## config.mk

```make
export PLATFORM = sky130hd
export DESIGN_NAME = aes_ahb_master_flat
export DESIGN_NICKNAME = d
export VERILOG_FILES = /design/src/rtl/aes_ahb_if.sv /design/src/rtl/aes_ahb_master.sv /design/src/flat_wrapper.sv
export SDC_FILE = /design/constraint.sdc
export NUM_CORES = 2
export LEC_CHECK = 0
export CAP_MARGIN = 20
export CORE_AREA = 4 4 488 490
export CTS_CLUSTER_SIZE = 10
export DETAILED_ROUTE_END_ITERATION = 7
export DIE_AREA = 0 0 492 494
export SETUP_SLACK_MARGIN = 0.05
export SLEW_MARGIN = 20
export SYNTH_ARGS = -nofsm -noshare
export SYNTH_HDL_FRONTEND = slang
export SYNTH_SLANG_ARGS = --single-unit
```

## constraint.sdc

```tcl
create_clock -name HCLK -period 4.1 [get_ports HCLK]
set_input_delay 0.41 -clock HCLK [delete_from_list [all_inputs] [get_ports HCLK]]
set_output_delay 0.41 -clock HCLK [all_outputs]
set_load 0.02 [all_outputs]
```

## src/rtl/aes_ahb_if.sv

```systemverilog
// AHB-Lite bus bundle between the AES job initiator and the AES slave.
// The master drives address/control/write data; the slave returns read data and status.
interface aes_ahb_if;
    logic        HSELx;
    logic        HWRITE;
    logic [31:0] HADDR;
    logic [31:0] HWDATA;
    logic [1:0]  HTRANS;
    logic [2:0]  HBURST;
    logic [2:0]  HSIZE;
    logic [3:0]  HPROT;
    logic [31:0] HRDATA;
    logic        HREADY;
    logic [1:0]  HRESP;

    modport master (
        output HSELx, HWRITE, HADDR, HWDATA,
        output HTRANS, HBURST, HSIZE, HPROT,
        input  HRDATA, HREADY, HRESP
    );

    modport slave (
        input  HSELx, HWRITE, HADDR, HWDATA,
        input  HTRANS, HBURST, HSIZE, HPROT,
        output HRDATA, HREADY, HRESP
    );
endinterface

```

## src/rtl/aes_ahb_master.sv

```systemverilog
// AHB-Lite initiator running one AES job: mode, key, blocks,
// a fixed processing wait, then a 16-word readback into data_out.
module aes_ahb_master #(
    parameter int PROC_WAIT = 40
) (
    input  logic         HCLK,
    input  logic         HRESET,
    input  logic         start,
    input  logic         decrypt,
    input  logic [127:0] key_in,
    input  logic [511:0] data_in,
    output logic         busy,
    output logic         done,
    output logic         err,
    output logic [511:0] data_out,
    aes_ahb_if.master    bus
);
    localparam logic [2:0] ST_IDLE = 3'd0;
    localparam logic [2:0] ST_MODE = 3'd1;
    localparam logic [2:0] ST_KEY  = 3'd2;
    localparam logic [2:0] ST_BLK  = 3'd3;
    localparam logic [2:0] ST_WAIT = 3'd4;
    localparam logic [2:0] ST_RD   = 3'd5;
    localparam logic [2:0] ST_DONE = 3'd6;

    localparam logic [1:0] TR_IDLE = 2'd0;
    localparam logic [1:0] TR_NSEQ = 2'd2;
    localparam logic [1:0] TR_SEQ  = 2'd3;
    localparam logic [2:0] BU_SNGL = 3'd0;
    localparam logic [2:0] BU_INCR = 3'd1;

    localparam int WW = (PROC_WAIT < 2) ? 1 : $clog2(PROC_WAIT + 1);
    localparam logic [WW-1:0] WAIT_INIT = WW'(PROC_WAIT);

    logic [2:0]    state;
    logic [3:0]    beat;
    logic [3:0]    dph;
    logic          aph;
    logic          dph_v;
    logic [WW-1:0] wcnt;
    logic [127:0]  key_r;
    logic [511:0]  data_r;

    logic [3:0]    last_beat;
    logic [31:0]   wr_word;
    logic          xfer_grp;
    logic          hresp_err;
    logic          rd_cap;

    assign bus.HSIZE = 3'd2;
    assign bus.HPROT = 4'd0;

    assign xfer_grp = (state == ST_MODE) || (state == ST_KEY)
                   || (state == ST_BLK) || (state == ST_RD);
    assign hresp_err = xfer_grp && (bus.HRESP == 2'b01);
    assign rd_cap = (state == ST_RD) && dph_v && bus.HREADY
                 && !hresp_err;

    // Word that goes out in the data phase following address beat `beat`.
    always_comb begin
        last_beat = 4'd15;
        wr_word   = '0;
        unique case (1'b1)
            state == ST_MODE: last_beat = 4'd0;
            state == ST_KEY: begin
                last_beat = 4'd3;
                wr_word   = key_r[{~beat[1:0], 5'b0} +: 32];
            end
            state == ST_BLK:
                wr_word = data_r[{~beat, 5'b0} +: 32];
            default: ;
        endcase
    end

    always_ff @(posedge HCLK) begin
        if (HRESET) begin
            state      <= ST_IDLE;
            beat       <= '0;
            dph        <= '0;
            aph        <= 1'b0;
            dph_v      <= 1'b0;
            wcnt       <= '0;
            key_r      <= '0;
            data_r     <= '0;
            busy       <= 1'b0;
            done       <= 1'b0;
            err        <= 1'b0;
            data_out   <= '0;
            bus.HSELx  <= 1'b0;
            bus.HWRITE <= 1'b0;
            bus.HADDR  <= '0;
            bus.HWDATA <= '0;
            bus.HTRANS <= TR_IDLE;
            bus.HBURST <= BU_SNGL;
        end else begin
            done <= 1'b0;
            if (rd_cap)
                data_out[{~dph, 5'b0} +: 32] <= bus.HRDATA;

            case (state)
                ST_IDLE: begin
                    if (start) begin
                        key_r      <= key_in;
                        data_r     <= data_in;
                        err        <= 1'b0;
                        data_out   <= '0;
                        busy       <= 1'b1;
                        state      <= ST_MODE;
                        beat       <= '0;
                        aph        <= 1'b1;
                        dph_v      <= 1'b0;
                        bus.HSELx  <= 1'b1;
                        bus.HWRITE <= 1'b1;
                        bus.HTRANS <= TR_NSEQ;
                        bus.HBURST <= BU_SNGL;
                        bus.HADDR  <= decrypt ? 32'h08 : 32'h04;
                    end
                end

                ST_MODE, ST_KEY, ST_BLK, ST_RD: begin
                    if (hresp_err) begin
                        state      <= ST_DONE;
                        err        <= 1'b1;
                        done       <= 1'b1;
                        busy       <= 1'b0;
                        aph        <= 1'b0;
                        dph_v      <= 1'b0;
                        bus.HSELx  <= 1'b0;
                        bus.HWRITE <= 1'b0;
                        bus.HTRANS <= TR_IDLE;
                        bus.HBURST <= BU_SNGL;
                        bus.HADDR  <= '0;
                        bus.HWDATA <= '0;
                    end else if (bus.HREADY) begin
                        if (aph) begin
                            dph        <= beat;
                            dph_v      <= 1'b1;
                            bus.HWDATA <= wr_word;
                            if (beat == last_beat) begin
                                // Last data phase runs with the bus released.
                                aph        <= 1'b0;
                                bus.HSELx  <= 1'b0;
                                bus.HTRANS <= TR_IDLE;
                                bus.HBURST <= BU_SNGL;
                                bus.HADDR  <= '0;
                            end else begin
                                beat       <= beat + 4'd1;
                                bus.HADDR  <= bus.HADDR + 32'd4;
                                bus.HTRANS <= TR_SEQ;
                            end
                        end else begin
                            dph_v      <= 1'b0;
                            beat       <= '0;
                            bus.HWDATA <= '0;
                            case (state)
                                ST_MODE: begin
                                    state      <= ST_KEY;
                                    aph        <= 1'b1;
                                    bus.HSELx  <= 1'b1;
                                    bus.HWRITE <= 1'b1;
                                    bus.HTRANS <= TR_NSEQ;
                                    bus.HBURST <= BU_INCR;
                                    bus.HADDR  <= 32'h10;
                                end
                                ST_KEY: begin
                                    state      <= ST_BLK;
                                    aph        <= 1'b1;
                                    bus.HSELx  <= 1'b1;
                                    bus.HWRITE <= 1'b1;
                                    bus.HTRANS <= TR_NSEQ;
                                    bus.HBURST <= BU_INCR;
                                    bus.HADDR  <= 32'h40;
                                end
                                ST_BLK: begin
                                    state      <= ST_WAIT;
                                    wcnt       <= WAIT_INIT;
                                    bus.HWRITE <= 1'b0;
                                end
                                default: begin
                                    state      <= ST_DONE;
                                    done       <= 1'b1;
                                    busy       <= 1'b0;
                                    bus.HWRITE <= 1'b0;
                                end
                            endcase
                        end
                    end
                end

                ST_WAIT: begin
                    // Counts bus cycles, not accepted transfers.
                    wcnt <= wcnt - WW'(1);
                    if (wcnt <= WW'(1)) begin
                        state      <= ST_RD;
                        beat       <= '0;
                        aph        <= 1'b1;
                        bus.HSELx  <= 1'b1;
                        bus.HWRITE <= 1'b0;
                        bus.HTRANS <= TR_NSEQ;
                        bus.HBURST <= BU_INCR;
                        bus.HADDR  <= 32'h80;
                    end
                end

                ST_DONE: state <= ST_IDLE;

                default: state <= ST_IDLE;
            endcase
        end
    end
endmodule

```

## src/flat_wrapper.sv

```systemverilog
// flat-port wrapper written by rule: the top's interface ports become plain ports
module aes_ahb_master_flat 
#(
    parameter int PROC_WAIT = 40
)
  (HCLK, HRESET, start, decrypt, key_in, data_in, busy, done, err, data_out, bus_HSELx, bus_HWRITE, bus_HADDR, bus_HWDATA, bus_HTRANS, bus_HBURST, bus_HSIZE, bus_HPROT, bus_HRDATA, bus_HREADY, bus_HRESP);
  aes_ahb_if bus_i ();
  input  logic HCLK;
  input  logic HRESET;
  input  logic start;
  input  logic decrypt;
  input  logic [127:0] key_in;
  input  logic [511:0] data_in;
  output logic busy;
  output logic done;
  output logic err;
  output logic [511:0] data_out;
  output wire logic [$bits(bus_i.HSELx)-1:0] bus_HSELx;
  output wire logic [$bits(bus_i.HWRITE)-1:0] bus_HWRITE;
  output wire logic [$bits(bus_i.HADDR)-1:0] bus_HADDR;
  output wire logic [$bits(bus_i.HWDATA)-1:0] bus_HWDATA;
  output wire logic [$bits(bus_i.HTRANS)-1:0] bus_HTRANS;
  output wire logic [$bits(bus_i.HBURST)-1:0] bus_HBURST;
  output wire logic [$bits(bus_i.HSIZE)-1:0] bus_HSIZE;
  output wire logic [$bits(bus_i.HPROT)-1:0] bus_HPROT;
  input wire logic [$bits(bus_i.HRDATA)-1:0] bus_HRDATA;
  input wire logic [$bits(bus_i.HREADY)-1:0] bus_HREADY;
  input wire logic [$bits(bus_i.HRESP)-1:0] bus_HRESP;
  assign bus_HSELx = bus_i.HSELx;
  assign bus_HWRITE = bus_i.HWRITE;
  assign bus_HADDR = bus_i.HADDR;
  assign bus_HWDATA = bus_i.HWDATA;
  assign bus_HTRANS = bus_i.HTRANS;
  assign bus_HBURST = bus_i.HBURST;
  assign bus_HSIZE = bus_i.HSIZE;
  assign bus_HPROT = bus_i.HPROT;
  assign bus_i.HRDATA = bus_HRDATA;
  assign bus_i.HREADY = bus_HREADY;
  assign bus_i.HRESP = bus_HRESP;
  aes_ahb_master #(.PROC_WAIT(PROC_WAIT)) u_core (.HCLK(HCLK), .HRESET(HRESET), .start(start), .decrypt(decrypt), .key_in(key_in), .data_in(data_in), .busy(busy), .done(done), .err(err), .data_out(data_out), .bus(bus_i));
endmodule
```

==> metrics <==
H-tree level count 4; main flop type after synthesis dfxtp_1; simple-gate area share of the yosys netlist 21.3%; Crit path top cell by count buf_4; Req. time, crit path 4800 ps; Critical Path AT 3920 ps; final instance area 69700 sq um; largest family of logic cells by synthesized area simple AND/OR/NAND/NOR gates; initial antenna violation count 93; Power Total 35.4 mW; Peak VDD IR 0.392 mV; capturing element type of the critical path register; crit path kind register to register; Ports 1272; Logic pwr share 23.0%; slowest stage cell, crit path nor2_4; gp weighted congestion 0.934; final hold viol count 0; Die Ht 494 um; Die X-Extent 492 um; most frequent cells after synthesis nand2_1 (2340), dfxtp_1 (1241), a21oi_1 (1172); crit-path leading delay family simple AND/OR/NAND/NOR gates; global router's overall resource usage 20.9%; Sw Ratio 33.4%; Sequential Power Share 40.6%; Synth-to-Final Area Change 42.4%; critical path launch point type register; pin count of the biggest net entering global routing 144; DRT Pass-1 Iters 8; Synth Instances 6009; Buf+Inv Stages, Crit Path 2; mux contribution to synthesized area 8.92%; placed cells 10100; maxcap violations 0; DR vias/cell 4.70; clock-pin slew on the worst setup and hold paths 60 ps; dominant cell type by area after synthesis dfxtp_1; Mapped Avg Cell Area 8.14 sq um; Top Layer Used met5; clock power share 36.4%; register area share after synthesis 50.8%; status finished, final reports clean; max incr delay on CP 830 ps; Core Footprint 234000 sq um; synthesized area 48900 sq um; ys async rst share 0%; # port buffers 1260; final std cells w/o fill 10300; Synth Area in XOR/XNOR 0.430%; share of the synthesized area in the top cell type 50.8%; Synth Area in Adders 0.199%; Max Clock Freq 310 MHz; Crit Path Max Fanout 32; starting DRC count in detailed routing 4279; clk sink count 1241; Area contributors post-synth dfxtp_1 (51%), nand2_1 (18%), a21oi_1 (12%); Final period util 78.6%; Routed wire per std cell 25.9 um; Starting Density 20.9%; fraction of layout cells with a size suffix above 1 7.89%; area post-placement 64900 sq um; worst skew pair latency 830 ps; PwrDens 508 nW/um^2; CTS tree built; Setup violations, final 0; Yosys cell types 64; CTS max path bufs 3; Synth Warn # 0; total gr overflow 0; DR vias 48500; Worst R2R Setup Slack 880 ps; register bit total from synthesis 1241; met2 wire length 127 mm; Rel. slew slack 32.5%; Internal 23.6 mW; Post-DRT Antenna Nets 0; compound-gate portion of the synthesized area 13.9%; FP Rows 178; crit-path cells ha_1, xor2_1, buf_4, nand2b_2, buf_4, nor2_4, nand2_1, a21oi_1; first-pass GRT wire length 361 mm; setup TNS 0 ps; RSZ-0062 raised after global routing no; switching pwr 11.8 mW; vias in the first global route 46200; Filler cells 25000; overall routed net length 268 mm; met3 routed WL 22.2 mm; Post-synth EDFFs 0; Final Skew 80.4 ps; Pins Over Slew Limit 0; Hold Path Class primary input to register; Net count, final 7747; setup ws final 876 ps; Final Critical Period 3220 ps; # DRC 0; post-detail-place hpwl 210 mm; Slew @ Worst Pin 1010 ps; most common cell in the netlist nand2_1; Leakage Power 23.2 nW; Root Buffer clkbuf_16; Post-Place Worst Slack 799 ps; met1 WL 103 mm; cts bufs inserted 152; Die Area 243000 sq um
cell usage in the layout (no fill, tap or decap), drive strengths merged, types with 10 or more instances in the layout:
cell type / count
nor2b: 10
nand2: 2340
buf: 133
conb: 11
mux4: 192
a21oi: 1174
clkdlybuf4s50: 1259
xnor2: 10
nor3: 20
dfxtp: 1241
nand4: 15
a22oi: 51
xor2: 14
nand2b: 10
nand3: 34
or3: 10
clkinv: 17
diode: 45
inv: 48
o21ai: 51
clkbuf: 183
nor2: 203
power groups by stage:
stage | logic [mW] | clock network, mW | registers [mW]
after floorplan | 4.93 | 0 | 14.2
after global placement | 8.10 | 0 | 14.5
after detailed placement | 8.20 | 0 | 14.6
after CTS | 8.21 | 13.2 | 14.3
after global routing | 8.87 | 13.6 | 14.5
final | 8.14 | 12.9 | 14.4
cells by family after synthesis:
| family | count (synthesis) |
|---|---|
| xor+xnor | 24 |
| compound gates | 1306 |
| fa+ha+maj | 8 |
| simple gates | 2684 |
| mux | 196 |
| other cells | 2 |
| flops | 1241 |
| buf+inv | 548 |
final timing paths:
| kind | from | to | cells past startpoint |
|---|---|---|---|
| setup reg to reg | u_core.dph[0]$_SDFFE_PP0P_ | u_core.data_out[157]$_SDFF_PP0_ | 8 |
| hold reg to reg | u_core.key_r[16]$_SDFFE_PP0P_ | u_core.key_r[16]$_SDFFE_PP0P_ | 2 |
| setup / recovery | u_core.dph[0]$_SDFFE_PP0P_ | u_core.data_out[157]$_SDFF_PP0_ | 8 |
| hold / removal | data_in[145] | u_core.data_r[145]$_SDFFE_PP0P_ | 3 |
registers in the layout, summed over array words and instances, names as in the netlist:
name               count
u_core.bus.HSELx       1
u_core.dph             4
u_core.dph_v           1
u_core.data_out      512
u_core.data_r        512
u_core.wcnt            6
u_core.bus.HTRANS      2
u_core.aph             1
u_core.bus.HWRITE      1
u_core.state           3
u_core.busy            1
u_core.bus.HADDR      30
u_core.err             1
u_core.bus.HWDATA     32
u_core.done            1
u_core.bus.HBURST      1
u_core.key_r         128
u_core.beat            4
worst min-delay path, stage by stage:
cell and delay, ps:
clkdlybuf4s50_1 400, nand2_1 60, a21oi_1 50
timing repair:
action,in CTS,in global routing
hold buffers,1,0
endpoints found under the hold margin,40,0
buffers inserted,0,0
setup endpoints to repair,0,0
gates resized for setup,0,0
through the flow:
stage	util, %	hold slack (ps)
after floorplan	-	432
after global placement	27.7	439
after detailed placement	27.7	444
after CTS	29.7	61.4
after global routing	29.8	98.9
final	29.8	148
cell type report:
type / count / area [sq um] / share of cell area [%]
flip-flops and latches: 1241 / 24900 / 35.7
well taps: 3150 / 3940 / 5.66
clock buffers: 183 / 4030 / 5.78
multi-input cells: 4229 / 22100 / 31.7
diodes: 45 / 113 / 0.162
clock inverters: 30 / 613 / 0.880
repair buffers: 1393 / 13900 / 20.0
inverters: 44 / 166 / 0.239
per-layer routing:
metal,vias to the layer above,global-route usage (%)
met5,-,0
met4,42,11.1
met3,488,5.10
met2,2325,34.7
met1,23600,24.9
li1,22000,-
Note: power is estimated with default switching activity, not from simulation.
